$ cat src/rtl/wb_reg_bridge_if.sv
// Wishbone classic B4 signal bundle between the interconnect (master) and
// the register-bus bridge (slave).
interface wb_reg_bridge_if;
    logic        wb_cyc_i;
    logic        wb_stb_i;
    logic        wb_we_i;
    logic [31:0] wb_adr_i;
    logic [31:0] wb_dat_i;
    logic [3:0]  wb_sel_i;
    logic [31:0] wb_dat_o;
    logic        wb_ack_o;
    logic        wb_err_o;

    modport slave (
        input  wb_cyc_i, wb_stb_i, wb_we_i, wb_adr_i, wb_dat_i, wb_sel_i,
        output wb_dat_o, wb_ack_o, wb_err_o
    );

    modport master (
        output wb_cyc_i, wb_stb_i, wb_we_i, wb_adr_i, wb_dat_i, wb_sel_i,
        input  wb_dat_o, wb_ack_o, wb_err_o
    );
endinterface

$ cat src/rtl/wb_reg_bridge.sv
// Wishbone classic slave driving a simple addr/we/wdata/rdata register bus;
// partial byte-select writes become a read-modify-write of the target word.
module wb_reg_bridge #(
    parameter logic [31:0] BASE_ADDR = 32'h1000_0000,
    parameter int unsigned NUM_REGS  = 3
) (
    input  logic                 clk,
    input  logic                 rst,
    wb_reg_bridge_if.slave       wb,
    output logic [1:0]           reg_addr,
    output logic                 reg_we,
    output logic [31:0]          reg_wdata,
    input  logic [31:0]          reg_rdata
);
    localparam logic [2:0] IDLE = 3'd0;
    localparam logic [2:0] RD   = 3'd1;
    localparam logic [2:0] WR   = 3'd2;
    localparam logic [2:0] ACK  = 3'd3;
    localparam logic [2:0] ERR  = 3'd4;

    logic [2:0]  state;
    logic        we_q;
    logic [31:0] dat_q;
    logic [3:0]  sel_q;
    logic [31:0] merged;
    logic        bad_addr;

    assign bad_addr = (wb.wb_adr_i[31:4] != BASE_ADDR[31:4])
                   || ({30'd0, wb.wb_adr_i[3:2]} >= NUM_REGS)
                   || (wb.wb_adr_i[1:0] != 2'b00);

    // Selected bytes come from the master, the rest from the current register value.
    always_comb begin
        merged = reg_rdata;
        for (int b = 0; b < 4; b++)
            if (sel_q[b]) merged[8*b +: 8] = dat_q[8*b +: 8];
    end

    always_ff @(posedge clk) begin
        if (rst) begin
            state       <= IDLE;
            wb.wb_dat_o <= '0;
            reg_addr    <= '0;
            reg_wdata   <= '0;
            we_q        <= 1'b0;
            dat_q       <= '0;
            sel_q       <= '0;
        end else begin
            case (state)
                IDLE: if (wb.wb_cyc_i && wb.wb_stb_i) begin
                    reg_addr <= wb.wb_adr_i[3:2];
                    we_q     <= wb.wb_we_i;
                    dat_q    <= wb.wb_dat_i;
                    sel_q    <= wb.wb_sel_i;
                    if (bad_addr)
                        state <= ERR;
                    else if (wb.wb_we_i && wb.wb_sel_i == 4'h0)
                        state <= ACK;
                    else if (wb.wb_we_i && wb.wb_sel_i == 4'hF) begin
                        state     <= WR;
                        reg_wdata <= wb.wb_dat_i;
                    end else
                        state <= RD;
                end
                RD: begin
                    // Read data is captured even on an abort edge; only the FSM unwinds.
                    if (we_q) begin
                        reg_wdata <= merged;
                        state     <= WR;
                    end else begin
                        wb.wb_dat_o <= reg_rdata;
                        state       <= ACK;
                    end
                    if (!wb.wb_cyc_i) state <= IDLE;
                end
                WR:       state <= wb.wb_cyc_i ? ACK : IDLE;
                ACK, ERR: state <= IDLE;
                default:  state <= IDLE;
            endcase
        end
    end

    // Gated by rst so a reset landing in WR never lets the peripheral write.
    assign reg_we      = (state == WR)  && wb.wb_cyc_i && !rst;
    assign wb.wb_ack_o = (state == ACK) && wb.wb_cyc_i && !rst;
    assign wb.wb_err_o = (state == ERR) && wb.wb_cyc_i && !rst;
endmodule

$ cat src/flat_wrapper.sv
// flat-port wrapper written by rule: the top's interface ports become plain ports
module wb_reg_bridge_flat 
#(
    parameter logic [31:0] BASE_ADDR = 32'h1000_0000,
    parameter int unsigned NUM_REGS  = 3
)
  (clk, rst, reg_addr, reg_we, reg_wdata, reg_rdata, wb_wb_cyc_i, wb_wb_stb_i, wb_wb_we_i, wb_wb_adr_i, wb_wb_dat_i, wb_wb_sel_i, wb_wb_dat_o, wb_wb_ack_o, wb_wb_err_o);
  wb_reg_bridge_if wb_i ();
  input  logic clk;
  input  logic rst;
  output logic [1:0] reg_addr;
  output logic reg_we;
  output logic [31:0] reg_wdata;
  input  logic [31:0] reg_rdata;
  input wire logic [$bits(wb_i.wb_cyc_i)-1:0] wb_wb_cyc_i;
  input wire logic [$bits(wb_i.wb_stb_i)-1:0] wb_wb_stb_i;
  input wire logic [$bits(wb_i.wb_we_i)-1:0] wb_wb_we_i;
  input wire logic [$bits(wb_i.wb_adr_i)-1:0] wb_wb_adr_i;
  input wire logic [$bits(wb_i.wb_dat_i)-1:0] wb_wb_dat_i;
  input wire logic [$bits(wb_i.wb_sel_i)-1:0] wb_wb_sel_i;
  output wire logic [$bits(wb_i.wb_dat_o)-1:0] wb_wb_dat_o;
  output wire logic [$bits(wb_i.wb_ack_o)-1:0] wb_wb_ack_o;
  output wire logic [$bits(wb_i.wb_err_o)-1:0] wb_wb_err_o;
  assign wb_i.wb_cyc_i = wb_wb_cyc_i;
  assign wb_i.wb_stb_i = wb_wb_stb_i;
  assign wb_i.wb_we_i = wb_wb_we_i;
  assign wb_i.wb_adr_i = wb_wb_adr_i;
  assign wb_i.wb_dat_i = wb_wb_dat_i;
  assign wb_i.wb_sel_i = wb_wb_sel_i;
  assign wb_wb_dat_o = wb_i.wb_dat_o;
  assign wb_wb_ack_o = wb_i.wb_ack_o;
  assign wb_wb_err_o = wb_i.wb_err_o;
  wb_reg_bridge #(.BASE_ADDR(BASE_ADDR), .NUM_REGS(NUM_REGS)) u_core (.clk(clk), .rst(rst), .wb(wb_i), .reg_addr(reg_addr), .reg_we(reg_we), .reg_wdata(reg_wdata), .reg_rdata(reg_rdata));
endmodule
$ cat config.mk
export PLATFORM = sky130hd
export DESIGN_NAME = wb_reg_bridge_flat
export DESIGN_NICKNAME = d
export VERILOG_FILES = /design/src/rtl/wb_reg_bridge_if.sv /design/src/rtl/wb_reg_bridge.sv /design/src/flat_wrapper.sv
export SDC_FILE = /design/constraint.sdc
export NUM_CORES = 1
export LEC_CHECK = 0
export BUFFER_PORTS_ARGS = -buffer_cell sky130_fd_sc_hd__buf_2
export CAP_MARGIN = 10
export CORE_UTILIZATION = 25
export CTS_CLUSTER_SIZE = 30
export DETAILED_ROUTE_END_ITERATION = 10
export PLACE_DENSITY_LB_ADDON = 0.05
export SLEW_MARGIN = 20
export SYNTH_ARGS = -nofsm -noshare
export SYNTH_HDL_FRONTEND = slang
export SYNTH_SLANG_ARGS = --single-unit
$ cat constraint.sdc
create_clock -name clk -period 1.8 [get_ports clk]
set_input_delay 0 -clock clk [delete_from_list [all_inputs] [get_ports clk]]
set_output_delay 0 -clock clk [all_outputs]
set_load 0.02 [all_outputs]
==> results.cfg, run 1 <==
[power]
internal-power_w = 0.00368
power_frac_seq = 0.495
p_clk_frac = 0.393
combPwrFrac = 0.113
p_sw_w = 0.00121
vdd_drop_max_mv = 0.430
power_w = 0.00489
p_per_area_nw_per_um2 = 717
p_leak_nw = 3.01
p_sw_frac = 0.247

[timing]
fin_skew_ns = 0.00914
rsz0062_at_grt = no
min_period_over_period = 0.896
tightest_slew_ns = 0.625
whs_ns = 0.0393
finalHoldViolCount = 0
setup_violations = 0
drv_slew = 0
relSlewSlack = 0.583
finalWorstPathRequiredPeriod_ns = 1.61
timing.final.ws_setup_ns = 0.187
final.setup.tns_ns = 0
fmax_mhz = 620

[clock_network]
cts_root_buf = clkbuf_16
path_clk_slew_ns = 0.08
cts_max_path_buffers = 2
cts_buffers = 9
clk_latency_ns = 0.35
cts_tree = built
h-tree-depth = 3
clock-sinks = 106

[global_route]
antenna_found_initial = 0
grt_max_degree = 60
grtUsageTotal = 0.168
grt_overflow = 0
grt_pass1_vias = 4740
grt_first_pass_wirelength_um = 25200

[yosys]
synthTopCellsByArea = dfxtp_1, nand2_1, a21oi_1
yosysWarningCount = 0
synth_edf_count = 0
synth_cell_types = 35
synth.avg_cell_area_um2 = 8.74
syn_inst = 532
syn_nets = 637
yosys.cell_count.top_type = nand2_1
syn_area_um2 = 4650
ys_ff_latch = 106
synth_top_cells_by_count = nand2_1, dfxtp_1, a21oi_1, nand2b_1
yosysTopAreaCell = dfxtp_1
synthFlopType = dfxtp_1
async_flop_share = 0
yosysSeqAreaShare = 0.456
synth_top_area_share = 0.456

[drt]
drt_iter0_markers = 172
viasPerCell = 4.54
wl_per_cell_um = 15.6
wl_um = 15700
vias = 4547
drc = 18
drtAntennaViolNets = 0
first_pass_iters = 8

[placement]
detailedPlace.worstSlack_ns = -0.0316
hpwl_um = 10200
finalWeightedCongestion = 0.762
io_buffer_count = 173

[setup_path]
required_ns = 2.08
crit_arrival_ns = 1.90
crit_type = reg -> reg
crit_path_start_kind = flop
cp_max_fo = 9
end_kind = flop

[layout]
regArea_um2 = 2120
drive_gt1_frac = 0.323
nNetsFinal = 872
multi_input_area_um2 = 2360
num-fill-cells = 1888
diodes = 0
syn2layout_area_growth_pct = 46.7

[die]
initial_core_util = 0.257
pin_count = 174
dieHeight_um = 138
die-area_um2 = 19200
coreArea_um2 = 18100
die_w_um = 138
rows = 49

[run]
drv_cap = 0

[worst_hold_path]
min-delay-path-class = in -> reg

[status]
violations = design-rule violations
status = complete, but fails checks
[per-stage QoR]
stage,instances,instance area (um^2),util
floorplan,532,4650,-
global placement,913,5820,0.322
detailed placement,913,5820,0.322
CTS,1001,6820,0.377
global route,1001,6820,0.377
finish,1001,6820,0.377
[path summary, 6_finish.rpt]
check	startpoint	end	slack (ns)	cells after the start
min	wb_wb_cyc_i	u_core.state[0]	0.04	5
max reg2reg	u_core.state[1]	u_core.reg_wdata[23]	0.19	6
min reg2reg	u_core.wb.wb_dat_o[19]	u_core.wb.wb_dat_o[19]	0.45	2
max	u_core.state[1]	u_core.reg_wdata[23]	0.19	6
[cells in the final DEF, fill, tap and decap left out, types with 2 or more instances in the layout]
| cell | instances |
|---|---|
| clkinvlp_4 | 2 |
| dfxtp_1 | 106 |
| a21oi_1 | 74 |
| buf_2 | 172 |
| clkbuf_16 | 9 |
| mux2i_1 | 32 |
| nor4_1 | 6 |
| nor2b_1 | 2 |
| a22oi_1 | 32 |
| buf_4 | 16 |
| nand2b_1 | 32 |
| nand2_1 | 145 |
| mux2_2 | 32 |
| o21ai_0 | 2 |
| a211oi_1 | 3 |
| dlygate4sd3_1 | 71 |
| and4_1 | 2 |
| nand4_1 | 2 |
| and4b_1 | 2 |
| inv_6 | 2 |
| nor2_4 | 4 |
| buf_12 | 4 |
[timing repair]
action / 4_1_cts / 5_1_grt
hold buffers: 71 / 0
setup buffers: 0 / 0
hold endpoints to repair: 103 / 0
resized for setup: 1 / 0
endpoints found under the setup margin: 32 / 0
[power groups by stage]
stage	registers (W)	logic (W)	clock network [W]
2_1_floorplan	0.00246	0.000232	0
3_3_place_gp	0.00247	0.000427	0
3_5_place_dp	0.00247	0.000431	0
4_1_cts	0.00242	0.000560	0.00200
5_1_grt	0.00242	0.000608	0.00208
6_report	0.00242	0.000552	0.00192
[sequential cells by signal (all words and copies together) (netlist names)]
name,cells
u_core.dat_q,32
u_core.we_q,1
u_core.reg_wdata,32
u_core.wb.wb_dat_o,32
u_core.sel_q,4
u_core.state,3
u_core.reg_addr,2
[logic make-up (layout without fill, tap and decap cells)]
kind of cell / Yosys count / in the layout / synth area share
flops: 106 / 106 / 0.456
simple gates: 209 / 210 / 0.209
mux: 64 / 64 / 0.146
compound gates: 112 / 112 / 0.144
buf+inv: 41 / 280 / 0.0441
[critical path, stage by stage (launching register included)]
cell	delay, ns
dfxtp_1	0.31
buf_4	0.16
or3b_1	0.47
nor2_4	0.17
buf_4	0.21
a22oi_1	0.08
mux2i_1	0.16
[metal layers]
| metal | wire, um | vias up | track usage |
|---|---|---|---|
| li1 | - | 2290 | - |
| met1 | 7440 | 2152 | 0.216 |
| met2 | 7440 | 96 | 0.283 |
| met3 | 630 | 9 | 0.0339 |
| met4 | 139 | 0 | 0.0467 |
| met5 | 0 | - | 0 |
[final cells by class]
| class | instances | share of cell area |
|---|---|---|
| inverter | 1 | 0.000550 |
| multi-input combinational | 386 | 0.346 |
| tap | 229 | 0.0420 |
| timing repair buffer | 263 | 0.260 |
| clock inverter | 5 | 0.00550 |
| clock buffer | 11 | 0.0356 |
| sequential | 106 | 0.311 |
Power figures use the tool's default switching activity.
==> run 2: changes to the inputs <==
- CELL_PAD_IN_SITES_DETAIL_PLACEMENT: unset -> 1
- CELL_PAD_IN_SITES_GLOBAL_PLACEMENT: unset -> 1
==> run 2 against run 1 <==
Compared with the run above:
- the run still ends with design-rule violations left
- non-clock buffer count unchanged
- via count grew 2.4%
- register-to-register slack got worse by 0.06 ns
- largest cell class unchanged
==> results.cfg, run 2 (synthesis gave the netlist of run 1 again) <==
[status]
status = complete, but fails checks
violations = design-rule violations

[setup_path]
crit_path_start_kind = flop
crit_type = reg -> reg
r2r_end = u_core.reg_wdata[5]
reg2reg_depth = 6
end_kind = flop
cp_max_fo = 13
crit_chain = buf_4, nor2_2, and3_4, a41oi_4, buf_12, mux2i_1
slowest_delay_ns = 0.38
required_ns = 2.08
crit_start = u_core.state[1]
cpMaxStageDelayCell = dfxtp_1
crit-reg2reg-launch = u_core.state[1]
regToRegSetupSlack_ns = 0.13
endpoint = u_core.reg_wdata[5]
crit_arrival_ns = 1.95

[timing]
drv_slew = 0
finalWorstPathRequiredPeriod_ns = 1.67
finalHoldViolCount = 0
fmax_mhz = 599
relSlewSlack = 0.624
fin_skew_ns = 0.00945
min_period_over_period = 0.928
whs_ns = 0.0440
rsz0062_at_grt = no
tightest_slew_ns = 0.562
setup_violations = 0

[global_route]
grt_first_pass_wirelength_um = 27500
grt_overflow = 0
antenna_found_initial = 0
grtUsageTotal = 0.184
grt_pass1_vias = 5082
grt_max_degree = 54

[clock_network]
clk_latency_ns = 0.36
cts_root_buf = clkbuf_16
cts_max_path_buffers = 2
clock-sinks = 106
path_clk_slew_ns = 0.07
cts_tree = built
cts_buffers = 9
h-tree-depth = 3

[drt]
drtAntennaViolNets = 0
wl_per_cell_um = 17.2
viasPerCell = 4.65
vias = 4657
first_pass_iters = 7
drc = 14
wl_um = 17300
drt_iter0_markers = 151

[run]
drv_cap = 0

[placement]
finalWeightedCongestion = 0.722
io_buffer_count = 173
hpwl_um = 11400
placed_area_um2 = 5810
placed_cells = 911

[die]
die_w_um = 138
die-area_um2 = 19200
dieHeight_um = 138
rows = 49
coreArea_um2 = 18100
pin_count = 174
initial_core_util = 0.257

[layout]
nNetsFinal = 872
layout_commonest_cell = buf_2
syn2layout_area_growth_pct = 47.7
top_regs = u_core.dat_q (32), u_core.reg_wdata (32), u_core.wb.wb_dat_o (32)
fin_area_um2 = 6870
final-instance-count-excl-fill = 1001
final_cell_mix = buf_2, nand2_1, dfxtp_1
drive_gt1_frac = 0.324
diodes = 0
post-route-util = 0.380

[power]
p_per_area_nw_per_um2 = 733
vdd_drop_max_mv = 0.519
p_leak_nw = 3.03

[worst_hold_path]
min-delay-path-class = in -> reg
[run 2: changes by cell type in the layout (fill, tap and decap cells not counted), sizes merged]
cell	delta
dlygate4sd3	+1
buf	-2
clkinv	+1
bufinv	+1
clkbuf	-1
[run 2: final cells by class]
cell class              instances  area [um^2]
clock inverters                 7         76.3
well taps                     229          287
multi-input cells             386         2360
inverters                       1         3.75
flip-flops and latches        106         2120
clock buffers                   9          225
repair buffers                263         1800
fillers                      2138        11200
[run 2: stage by stage]
stage / power, W / setup slack [ns] / TNS, ns
5_1_grt: 0.00528 / 0.0356 / 0
4_1_cts: 0.00513 / 0.0336 / 0
6_report: 0.00504 / 0.130 / 0
3_5_place_dp: 0.00291 / -0.123 / -1.77
2_1_floorplan: 0.00269 / 0.279 / 0
3_3_place_gp: 0.00290 / -0.0155 / -0.128
[run 2: report_power, final]
part	switching, W	internal (W)	leakage, nW
sequential	0.0000337	0.00238	0.858
combinational	0.000252	0.000311	2.03
clock	0.000964	0.00109	0.142
total	0.00125	0.00379	3.03
[run 2: what timing repair did]
action,4_1_cts,5_1_grt
buffers inserted,0,0
pin swaps,1,0
setup endpoints to repair,32,4
endpoints found under the hold margin,100,0
resized for setup,1,2
hold buffers,72,0
gates cloned,1,1
[run 2: how the worst min path moves through the flow]
stage                               start                     end  slack, ns  cells after the start
after CTS                     wb_wb_cyc_i         u_core.state[1]       0.03                      5
after detailed placement    reg_rdata[24]  u_core.wb.wb_dat_o[24]       0.26                      3
final                         wb_wb_cyc_i         u_core.state[1]       0.04                      5
after global routing          wb_wb_cyc_i         u_core.state[1]       0.07                      5
after floorplan            wb_wb_dat_i[0]         u_core.dat_q[0]       0.14                      2
after global placement    wb_wb_dat_i[16]        u_core.dat_q[16]       0.25                      3
[run 2: worst max-delay path: cells and delay by family, from the launching register on]
family	cells	cell delay, ns
flip-flops	1	0.38
AO/OA/AOI/OAI	1	0.33
AND/OR/NAND/NOR	2	0.25
buffers and inverters	2	0.39
multiplexers	1	0.23
[run 2: metal layers]
layer  global-route usage  routed length (um)  vias to the layer above
met3               0.0291                 591                       28
met4               0.0721                 394                        0
met5                    0                   0                        -
li1                     -                   -                     2295
met1                0.225                7830                     2226
met2                0.322                8430                      108
==> run 3: changes to the inputs <==
- RECOVER_POWER: unset -> 100
==> run 3 against run 2 <==
Compared with the run above:
- the run still ends with design-rule violations left
- cell count unchanged
- clock-buffer cell count is the same
- cell area shrank 1.7%
==> results.cfg, run 3 (synthesis gave the netlist of run 1 again) <==
[layout]
multi_input_area_um2 = 2350
final_cell_mix = nand2_1, dfxtp_1, buf_2
top_regs = u_core.dat_q (32), u_core.reg_wdata (32), u_core.wb.wb_dat_o (32)
fin_area_um2 = 6750
num-fill-cells = 2170
drive_gt1_frac = 0.236
diodes = 0
nNetsFinal = 872
syn2layout_area_growth_pct = 45.1
regArea_um2 = 2120
layout_commonest_cell = nand2_1

[die]
die-area_um2 = 19200
rows = 49
dieHeight_um = 138
pin_count = 174
initial_core_util = 0.257
die_w_um = 138
coreArea_um2 = 18100

[global_route]
antenna_found_initial = 0
grt_max_degree = 54
grtUsageTotal = 0.184
grt_first_pass_wirelength_um = 27500
grt_overflow = 0
grt_pass1_vias = 5082

[timing]
tightest_slew_ns = 0.550
whs_ns = 0.0454
fmax_mhz = 602
final.setup.tns_ns = 0
finalWorstPathRequiredPeriod_ns = 1.66
drv_slew = 0
fin_skew_ns = 0.00901
rsz0062_at_grt = no
setup_violations = 0
relSlewSlack = 0.632
min_period_over_period = 0.923
finalHoldViolCount = 0

[setup_path]
regToRegSetupSlack_ns = 0.14
crit_path_start_kind = flop
crit_type = reg -> reg
crit_buf_inv = 2
crit_arrival_ns = 1.94
crit-reg2reg-launch = u_core.state[0]
cp_max_fo = 24
slowest_delay_ns = 0.43
cpLargestDelayFamily = simple AND/OR/NAND/NOR gates
crit_chain = buf_4, or3b_1, nor2_2, buf_12, a22oi_1, mux2i_1
required_ns = 2.08
r2r_end = u_core.reg_wdata[20]
end_kind = flop
cpMaxStageDelayCell = or3b_1
reg2reg_depth = 6

[worst_hold_path]
hp-start = wb_wb_cyc_i
whs_path_depth = 5
whs_endpoint = u_core.state[1]
min-delay-path-class = in -> reg

[clock_network]
cts_max_path_buffers = 2
cts_buffers = 9
cts_tree = built
h-tree-depth = 3
clock-sinks = 106
clk_latency_ns = 0.36
path_clk_slew_ns = 0.08
cts_setup_buffers = 0
cts_root_buf = clkbuf_16

[placement]
placed_area_um2 = 5810
finalWeightedCongestion = 0.722
io_buffer_count = 173
hpwl_um = 11400

[drt]
wl_met3_um = 584
wl_per_cell_um = 17.3
first_pass_iters = 7
wl_um = 17300
vias = 4668
met2WireLength_um = 8470
drc = 14
drtAntennaViolNets = 0
wl_met1_um = 7820
viasPerCell = 4.66
highest_layer = met4
drt_iter0_markers = 143

[status]
status = complete, but fails checks
violations = design-rule violations

[power]
p_per_area_nw_per_um2 = 745
p_leak_nw = 2.72
power_w = 0.00503
vdd_drop_max_mv = 0.524

[run]
drv_cap = 0
## run 3: cell count changes in the layout (fill, tap and decap cells not counted), sizes merged
cell and delta:
buf -73, clkbuf +73
## run 3: worst max-delay path by stage
stage / startpoint / endpoint / slack [ns] / cells past startpoint
3_3_place_gp: u_core.state[2] / u_core.reg_wdata[15] / -0.02 / 5
6_report: u_core.state[0] / u_core.reg_wdata[20] / 0.14 / 6
4_1_cts: rst / wb_wb_ack_o / 0.03 / 5
5_1_grt: u_core.state[0] / u_core.reg_wdata[12] / 0.03 / 6
2_1_floorplan: u_core.state[1] / u_core.reg_wdata[10] / 0.28 / 6
3_5_place_dp: u_core.state[2] / u_core.reg_wdata[20] / -0.12 / 5
## run 3: repair_timing
item	in CTS	in global routing
gates cloned	1	1
endpoints found under the setup margin	32	4
endpoints found under the hold margin	100	0
pin swaps	1	0
hold buffers	72	0
resized for setup	1	2
## run 3: metrics by stage
step | setup WS, ns | util | instances
6_report | 0.138 | 0.373 | 1001
5_1_grt | 0.0345 | 0.373 | 1001
4_1_cts | 0.0336 | 0.378 | 1000
3_5_place_dp | -0.123 | 0.321 | 911
3_3_place_gp | -0.0155 | 0.321 | 911
2_1_floorplan | 0.279 | - | 532
## run 3: where the power goes
part	leakage [nW]	internal [W]	switching (W)
clock	0.142	0.00109	0.000962
combinational	1.72	0.000308	0.000252
sequential	0.858	0.00238	0.0000338
total	2.72	0.00378	0.00125
## run 3: worst min-delay path: stages
cell	delay, ns
buf_2	0.12
nand2_1	0.05
nand2_1	0.05
nand2_1	0.08
a21oi_1	0.05
## run 3: final cells by class
type / instances / share of cell area
multi-input cells: 386 / 0.349
flip-flops and latches: 106 / 0.315
repair buffers: 263 / 0.249
well taps: 229 / 0.0424
clock inverters: 7 / 0.0113
clock buffers: 9 / 0.0334
inverters: 1 / 0.000556
## run 3: per-layer routing
layer / global-route usage / up-vias
met5: 0 / -
met4: 0.0721 / 0
met3: 0.0291 / 28
met2: 0.322 / 109
met1: 0.225 / 2234
li1: - / 2297
